`config.mk`:
```
export PLATFORM = sky130hd
export DESIGN_NAME = addr_reg_unit
export DESIGN_NICKNAME = d
export VERILOG_FILES = /design/src/rtl/addr_reg_unit.sv
export SDC_FILE = /design/constraint.sdc
export NUM_CORES = 1
export LEC_CHECK = 0
export BUFFER_PORTS_ARGS = -buffer_cell sky130_fd_sc_hd__buf_2
export CAP_MARGIN = 10
export CORE_MARGIN = 4
export CORE_UTILIZATION = 59
export CTS_CLUSTER_DIAMETER = 150
export DETAILED_ROUTE_END_ITERATION = 16
export PLACE_DENSITY = 0.95
export SETUP_SLACK_MARGIN = 0.4
export SLEW_MARGIN = 20
export SYNTH_ARGS = -nofsm -noshare
export SYNTH_HDL_FRONTEND = slang
export SYNTH_SLANG_ARGS = --single-unit
```
`constraint.sdc`:
```
create_clock -name clk -period 4.7 [get_ports clk]
set_clock_uncertainty 0.15 [all_clocks]
set_input_delay 0.705 -clock clk [delete_from_list [all_inputs] [get_ports clk]]
set_output_delay 0.705 -clock clk [all_outputs]
set_load 0.02 [all_outputs]
```
`src/rtl/addr_reg_unit.sv`:
```
// -----------------------------------------------------------------------------
// addr_reg_unit
//
// Purpose:
//   Memory address register (MAR) with load, step increment/decrement,
//   wrap-or-saturate overflow handling and a small auto-increment burst
//   engine (IDLE -> BURST -> DONE -> IDLE).
//
// Ports:
//   clk          in   single clock, rising edge
//   rst          in   asynchronous active-high reset
//   bus_addr     in   [ADDR_W]  address presented by the system bus
//   MAR_En       in   load strobe, captures bus_addr (highest priority)
//   inc_en       in   add STEP (IDLE only)
//   dec_en       in   subtract STEP (IDLE only)
//   burst_start  in   request an auto-increment burst
//   burst_len    in   [BURST_W] beat count, sampled with burst_start
//   mem_ready    in   memory accepted the current beat
//   addr_out     out  [ADDR_W]  registered current address
//   addr_valid   out  beat offered (BURST state)
//   burst_busy   out  BURST or DONE
//   burst_done   out  one-cycle pulse in DONE
//   ovf          out  sticky wrap/saturation flag
// -----------------------------------------------------------------------------
module addr_reg_unit #(
  parameter int ADDR_W   = 16,
  parameter int STEP     = 1,
  parameter int WRAP_EN  = 1,
  parameter int RST_ADDR = 0,
  parameter int BURST_W  = 4
) (
  input  logic              clk,
  input  logic              rst,
  input  logic [ADDR_W-1:0] bus_addr,
  input  logic              MAR_En,
  input  logic              inc_en,
  input  logic              dec_en,
  input  logic              burst_start,
  input  logic [BURST_W-1:0] burst_len,
  input  logic              mem_ready,
  output logic [ADDR_W-1:0] addr_out,
  output logic              addr_valid,
  output logic              burst_busy,
  output logic              burst_done,
  output logic              ovf
);

  localparam logic [ADDR_W-1:0]  STEP_V = ADDR_W'(STEP);
  localparam logic [ADDR_W-1:0]  RST_V  = ADDR_W'(RST_ADDR);
  localparam logic [BURST_W-1:0] ONE_B  = BURST_W'(1);

  typedef enum logic [1:0] {
    S_IDLE  = 2'd0,
    S_BURST = 2'd1,
    S_DONE  = 2'd2
  } state_t;

  state_t               state_q, state_d;
  logic [ADDR_W-1:0]    addr_q, addr_d;
  logic [BURST_W-1:0]   cnt_q, cnt_d;
  logic                 ovf_q, ovf_d;

  // Returns {overflow_flag, next_address}. The extra MSB of the widened sum
  // is the carry; in saturating builds a carry pins the result to all-ones.
  function automatic logic [ADDR_W:0] step_up(input logic [ADDR_W-1:0] a);
    logic [ADDR_W:0] s;
    s = {1'b0, a} + {1'b0, STEP_V};
    if (s[ADDR_W] && (WRAP_EN == 0)) begin
      step_up = {1'b1, {ADDR_W{1'b1}}};
    end else begin
      step_up = s;
    end
  endfunction

  // Returns {underflow_flag, next_address}. The widened difference's MSB is
  // the borrow; in saturating builds a borrow pins the result to zero.
  function automatic logic [ADDR_W:0] step_down(input logic [ADDR_W-1:0] a);
    logic [ADDR_W:0] d;
    d = {1'b0, a} - {1'b0, STEP_V};
    if (d[ADDR_W] && (WRAP_EN == 0)) begin
      step_down = {1'b1, {ADDR_W{1'b0}}};
    end else begin
      step_down = d;
    end
  endfunction

  logic [ADDR_W:0] up_r, dn_r;

  always_comb begin
    up_r = step_up(addr_q);
    dn_r = step_down(addr_q);
  end

  always_comb begin
    state_d = state_q;
    addr_d  = addr_q;
    cnt_d   = cnt_q;
    ovf_d   = ovf_q;

    if (MAR_En) begin
      // Load wins over everything and aborts any burst silently.
      addr_d  = bus_addr;
      ovf_d   = 1'b0;
      state_d = S_IDLE;
      cnt_d   = '0;
    end else begin
      unique case (state_q)
        S_IDLE: begin
          if (burst_start && (burst_len != '0)) begin
            state_d = S_BURST;
            cnt_d   = burst_len;
          end
          // Both strobes together cancel out: address and flag hold.
          if (inc_en && !dec_en) begin
            addr_d = up_r[ADDR_W-1:0];
            ovf_d  = ovf_q | up_r[ADDR_W];
          end else if (dec_en && !inc_en) begin
            addr_d = dn_r[ADDR_W-1:0];
            ovf_d  = ovf_q | dn_r[ADDR_W];
          end
        end
        S_BURST: begin
          if (mem_ready) begin
            addr_d = up_r[ADDR_W-1:0];
            ovf_d  = ovf_q | up_r[ADDR_W];
            cnt_d  = cnt_q - ONE_B;
            if (cnt_q == ONE_B) begin
              state_d = S_DONE;
            end
          end
        end
        S_DONE: begin
          state_d = S_IDLE;
        end
        default: begin
          state_d = S_IDLE;
        end
      endcase
    end
  end

  always_ff @(posedge clk or posedge rst) begin
    if (rst) begin
      state_q <= S_IDLE;
      addr_q  <= RST_V;
      cnt_q   <= '0;
      ovf_q   <= 1'b0;
    end else begin
      state_q <= state_d;
      addr_q  <= addr_d;
      cnt_q   <= cnt_d;
      ovf_q   <= ovf_d;
    end
  end

  // Status outputs are pure decodes of registered state, so they change
  // only on a clock edge or on reset.
  assign addr_out   = addr_q;
  assign ovf        = ovf_q;
  assign addr_valid = (state_q == S_BURST);
  assign burst_busy = (state_q == S_BURST) || (state_q == S_DONE);
  assign burst_done = (state_q == S_DONE);

endmodule

```
---- Word level (Yosys, flattened, before mapping) ----
Index checks and enable logic that the tools add are counted.
storage, ports and cells
  output and inout bits ................... 20
  register bits after elaboration ......... 23
  word-level logic and storage cells ...... 47
  bits of input ports ..................... 27
cells by class
  bitwise gates (word level) .............. 2
  add/subtract/negate cells ............... 3
  reductions and logical operators ........ 12
  mux-type cells .......................... 19
  equal/unequal tests ..................... 7
operators with widths
  cell                                                                   count
  16-bit 2-to-1 mux                                                      4
  16-bit case mux with 2 select lines                                    1
  16-bit by 1-bit adder with 17-bit output (second input constant)       1
  16-bit by 1-bit subtractor with 17-bit output (second input constant)  1
  4-bit 2-to-1 mux                                                       3
  3-bit AND reduction                                                    3
  2-bit 2-to-1 mux                                                       4
  4-bit case mux with 2 select lines                                     1
  3-bit != test (second input constant)                                  2
  4-bit by 1-bit == test with 1-bit output (second input constant)       1
  1-bit 2-to-1 mux                                                       4
  4-bit != test (second input constant)                                  1
  2-bit case mux with 2 select lines                                     1
  4-bit nonzero test                                                     1
  4-bit by 1-bit subtractor with 4-bit output (second input constant)    1
  1-bit logical AND                                                      3
  3-bit by 2-bit != test with 1-bit output (second input constant)       1
  3-bit nonzero test                                                     1
  2-bit by 1-bit == test with 1-bit output (second input constant)       1
  2-bit == test (second input constant)                                  1
  1-bit zero test                                                        2
  2-bit zero test                                                        1
  1-bit OR                                                               2
  1-bit case mux with 2 select lines                                     1
  1-bit logical OR                                                       1

---- Longest topological paths before layout ----
  depth in word-level cells ............... 6
  mapped depth ............................ 10
  mapped depth without buffers ............ 7

---- Worst setup path before layout ----
Ideal clock, no wire load.
  path kind ............................... reg-to-reg
  start point ............................. register addr_q[4] (netlist: addr_out[4])
  end point ............................... register addr_q[15] (netlist: addr_out[15])
  stages on the path, launching flop included .. 8
  setup time .............................. 67 ps
  arrival ................................. 2323 ps
  required time ........................... 4483 ps
  clock period less this slack ............ 2540 ps
  buffers on the path ..................... 2
  path slack .............................. 2160 ps
  cell sequence ........................... dfrtp_1 -> buf_6 -> or4_4 -> buf_6 -> or3_4 -> or4_1 -> a21o_1 -> nand3_2
between the ends
  longest elaborated chain between the ends .. 5
  elaborated cells between the ends (all ways) .. 7
  those cells by class .................... 2 x add/sub; 5 x mux
ends and longest elaborated chain
  what                                           RTL line  text
  start: declaration                             59        logic [ADDR_W-1:0] addr_q, addr_d;
  start signal: assignment                       150       addr_q <= addr_d;
  16-bit by 1-bit subtractor with 17-bit output  79        d = {1'b0, a} - {1'b0, STEP_V};
  16-bit 2-to-1 mux                              117       end else if (dec_en && !inc_en) begin
  16-bit 2-to-1 mux                              114       if (inc_en && !dec_en) begin
  16-bit case mux with 2 select lines *          107       unique case (state_q)
  16-bit 2-to-1 mux *                            100       if (MAR_En) begin
Mark *: on every way between the ends. The rest lies on a longest branch, timed or not. The select of a mux whose other input is x is not followed.
A chain may end at the register's enable or synchronous reset.

---- Final worst setup path ----
  start point ............................. register state_q[1]
  end point ............................... register addr_q[15] (netlist: addr_out[15])
between the ends
  longest elaborated chain between the ends .. 3
  elaborated cells between the ends (all ways) .. 8
  those cells by class .................... 3 x eq/ne; 2 x mux; 3 x reduce/logical
ends and longest elaborated chain
  what                                                                         RTL line  text
  start: declaration                                                           58        state_t state_q, state_d;
  start signal: assignment                                                     149       state_q <= state_d;
  2-bit by 1-bit == test with 1-bit output or 2-bit zero test (tied branches)  107
  3-bit != test (no source line), or another cell as far along                 n/a
  3-bit AND reduction (no source line) or 16-bit 2-to-1 mux (tied branches)    n/a
Parallel ways exist; a longest one is shown, timed or not.

==> qor.log <==
[power_and_ir_drop] Power Dens Cells 419 nW/µm²
[floorplanning] initial standard-cell utilization of the core 61.6%
[clock_tree] sinks on the clock net 23
[floorplanning] Rows 21
[worst_hold_path] type of the tightest min-delay check reg2reg
[setup_path] data required time of the critical path 4.82 ns
[logic_synthesis] simple-gate area share of the yosys netlist 29.6%
[detailed_routing] Detailed Routing Iterations Pass 1 5
[placed_design] pre-CTS WS 1.88 ns
[floorplanning] Top Ports 47
[floorplanning] die span in x 67.3 µm
[logic_synthesis] count of yosys warnings during synthesis 0
[run] max-cap violations 0
[grt] overall fraction of global-route tracks in use 26.3%
[detailed_routing] vias per inst 6.53
[grt] grt total ovfl 0
[layout] area growth from synthesis to layout 11.6%
[sta] Slew headroom 37.1%
[detailed_routing] initial DRC count 232
[clock_tree] H-tree depth 1
[sta] Least-Margin Pin Slew 0.943 ns
[detailed_routing] remaining design rule violation count 0
[clock_tree] number of instances resized during post-cts repair 0
[grt] via count of the first global-routing pass 2087
[clock_tree] clock-pin slew on the worst setup and hold paths 0.14 ns
[grt] global-route wire length before repair 9330 µm
[grt] maximum number of pins on one net before global-route repair 38
[setup_path] path type of the worst setup path reg2reg
[floorplanning] Die Height 67.3 µm
[setup_path] Worst setup EP type flip-flop
[sta] Hold Violations, Final 0
[floorplanning] area enclosed by the die boundary 4530 µm²
[layout] layout net count 337
[logic_synthesis] fraction of synthesized cell area in xor and xnor cells 2.53%
[clock_tree] Clock Root Buffer sky130_fd_sc_hd__clkbuf_4
[sta] fraction of the cycle the final worst path needs 61.1%
[logic_synthesis] library cells used by synthesis 56
[sta] max-slew violation total from the final report 0
[floorplanning] placeable core area 3360 µm²
[placed_design] gpl congestion 1.07
[setup_path] Critical Path Source Type flip-flop
[clock_tree] TritonCTS clock tree done
[sta] maximum operating frequency 348 MHz
[detailed_routing] top routing layer in use met4
[layout] share of post-route cells with drive strength above 1 19.3%
[detailed_routing] vias after detailed routing 2259
[detailed_routing] count of antenna-violating nets left after detailed routing 0
[logic_synthesis] compound-gate portion of the synthesized area 24.6%
[outcome] result of the run completed
[sta] final setup margin 1.83 ns
[logic_synthesis] Post-synth ARST share 100%
[placed_design] number of I/O port buffers 46
[logic_synthesis] portion of netlist area occupied by mux cells 3.98%
[clock_tree] Inserted Clock Buffers 3
[sta] final critical delay including setup and external delays 2.87 ns
[detailed_routing] wire length on met1 2240 µm
[sta] setup tns final 0 ns
[placed_design] post-detail-place hpwl 3980 µm
[sta] number of failing setup endpoints in the final timing report 0
[logic_synthesis] sequential-to-total area share from yosys stat 27.8%
[sta] RSZ-0062 raised after global routing no
[logic_synthesis] Synth Area in Adders 5.43%
[logic_synthesis] Syn Inst Count 267
[logic_synthesis] Post-Synthesis Cell Area 2070 µm²
[setup_path] Crit path arrival time 2.99 ns
[detailed_routing] WL per Instance 16.2 µm
[detailed_routing] total wirelength of the detailed-routed design 5600 µm
[logic_synthesis] mean instance size in the synthesized netlist 7.76 µm²
[detailed_routing] routed length on met3 526 µm
[logic_synthesis] synthesized flop and latch total 23
[clock_tree] clock tree buffer depth 2
[logic_synthesis] Mapped Nets 303
[clock_tree] hold buffers post-CTS 0
[logic_synthesis] dominant combinational cell family by area after synthesis simple AND/OR/NAND/NOR gates
[grt] initial antenna violation count 0
[logic_synthesis] ys flop type sky130_fd_sc_hd__dfrtp_1
[logic_synthesis] number of flops mapped to enable cells by yosys 0
[clock_tree] buffer count from post-CTS setup fixing 0
[power_and_ir_drop] Max VDD drop 249 µV
[layout] diode insertion count for antenna repair 0
[clock_tree] source-to-sink clock delay at the later pin of the worst-skew pair 0.32 ns
[detailed_routing] detailed-routed wire length on met2 2670 µm
[power_and_ir_drop] leakage power summed over all cells 0.000993 µW
[setup_path] peak fanout along the critical path 19
==> worst paths after layout <==
check                           slack, ns  cells after the start            to        from
worst max-delay path                 1.83                      7  addr_out[15]  state_q[1]
worst min-delay path                 0.37                      1           ovf         ovf
worst max register to register       1.83                      7  addr_out[15]  state_q[1]
worst min register to register       0.37                      1           ovf         ovf
max in group asynchronous            3.41                      2           ovf         rst
min in group asynchronous            0.42                      2    state_q[0]         rst
==> worst max-delay path, cell delays in order (launching register included) <==
cell and delay, ns:
sky130_fd_sc_hd__dfrtp_1 0.40, sky130_fd_sc_hd__inv_1 0.12, sky130_fd_sc_hd__ha_1 0.52, sky130_fd_sc_hd__or2_1 0.22, sky130_fd_sc_hd__nand3_1 0.50, sky130_fd_sc_hd__or4_1 0.67
sky130_fd_sc_hd__a21o_1 0.18, sky130_fd_sc_hd__nand3_2 0.06
==> report_power, final <==
part	switching, µW	internal [µW]
registers	116	249
clock network	64.3	31.9
logic	307	202
==> cell usage in the layout (no fill, tap or decap), drive strengths merged, types with 2 or more instances in the layout <==
| master | n |
|---|---|
| a21o | 5 |
| a21oi | 15 |
| a221o | 2 |
| a22oi | 2 |
| a31oi | 5 |
| and3 | 4 |
| buf | 47 |
| clkbuf | 3 |
| dfrtp | 23 |
| ha | 9 |
| inv | 12 |
| mux2 | 2 |
| mux2i | 6 |
| nand2 | 25 |
| nand2b | 4 |
| nand3 | 11 |
| nand4 | 5 |
| nor2 | 25 |
| nor3 | 9 |
| nor3b | 4 |
| nor4 | 8 |
| o211ai | 4 |
| o21a | 2 |
| o21ai | 18 |
| o221ai | 3 |
| o311ai | 2 |
| o31ai | 3 |
| or2 | 2 |
| or3 | 5 |
| or4 | 10 |
| xnor2 | 4 |
| xor2 | 2 |
==> Yosys cell counts (all sizes together), types with 2 or more instances <==
library cell | instances | share of area [%]
nand2 | 25 | 4.5
nor2 | 25 | 4.5
dfrtp | 23 | 28
o21ai | 18 | 4.3
a21oi | 15 | 3.6
clkbuf | 15 | 2.7
inv | 12 | 2.2
nand3 | 11 | 2.9
or4 | 10 | 3.8
ha | 9 | 5.4
nor3 | 9 | 2.2
nor4 | 8 | 2.4
mux2i | 6 | 2.9
a21o | 5 | 1.8
a31oi | 5 | 1.5
nand4 | 5 | 1.5
or3 | 5 | 1.7
and3 | 4 | 1.2
nand2b | 4 | 1.2
nor3b | 4 | 1.4
o211ai | 4 | 1.4
xnor2 | 4 | 1.7
buf | 3 | 1.3
o221ai | 3 | 1.3
o31ai | 3 | 1.1
a221o | 2 | 0.97
a22oi | 2 | 0.72
mux2 | 2 | 1.1
o21a | 2 | 0.72
o311ai | 2 | 0.85
or2 | 2 | 0.60
xor2 | 2 | 0.85
==> kinds of logic (layout without fill, tap and decap cells) <==
kind of cell             Yosys count  in the layout
adder cells (fa/ha/maj)            9              9
XOR/XNOR                           6              6
buffers and inverters             30             63
flip-flops                        23             23
AO/OA/AOI/OAI                     76             76
AND/OR/NAND/NOR                  115            115
multiplexers                       8              8
==> flip-flops by register name, indices dropped and copies added, names as in the netlist <==
signal and count:
ovf 1, state_q 2, addr_out 16, cnt_q 4
==> routing by layer <==
metal  track usage [%]  up-vias
met3              5.99       28
met4              8.86        0
met5                 0        -
met2              45.2      122
li1                  -     1068
met1              32.4     1041
==> layout make-up <==
cell class,count,area [µm²]
Clock buffer,3,22.5
Fill cell,308,1050
Clock inverter,1,5.00
Multi-Input combinational cell,214,1370
Timing Repair Buffer,47,238
Inverter,12,45.0
Sequential cell,23,576
Tap cell,46,57.6
==> stage by stage <==
step	area (µm²)	total power [µW]	hold slack (ns)	utilization, %	cells
after floorplan	2070	733	0.340	-	267
after global placement	2290	847	0.319	68.0	342
after detailed placement	2290	864	0.326	68.0	342
after CTS	2310	961	0.359	68.8	346
after global routing	2310	1050	0.375	68.8	346
final	2310	970	0.366	68.8	346
Note: power is estimated with default switching activity, not from simulation.
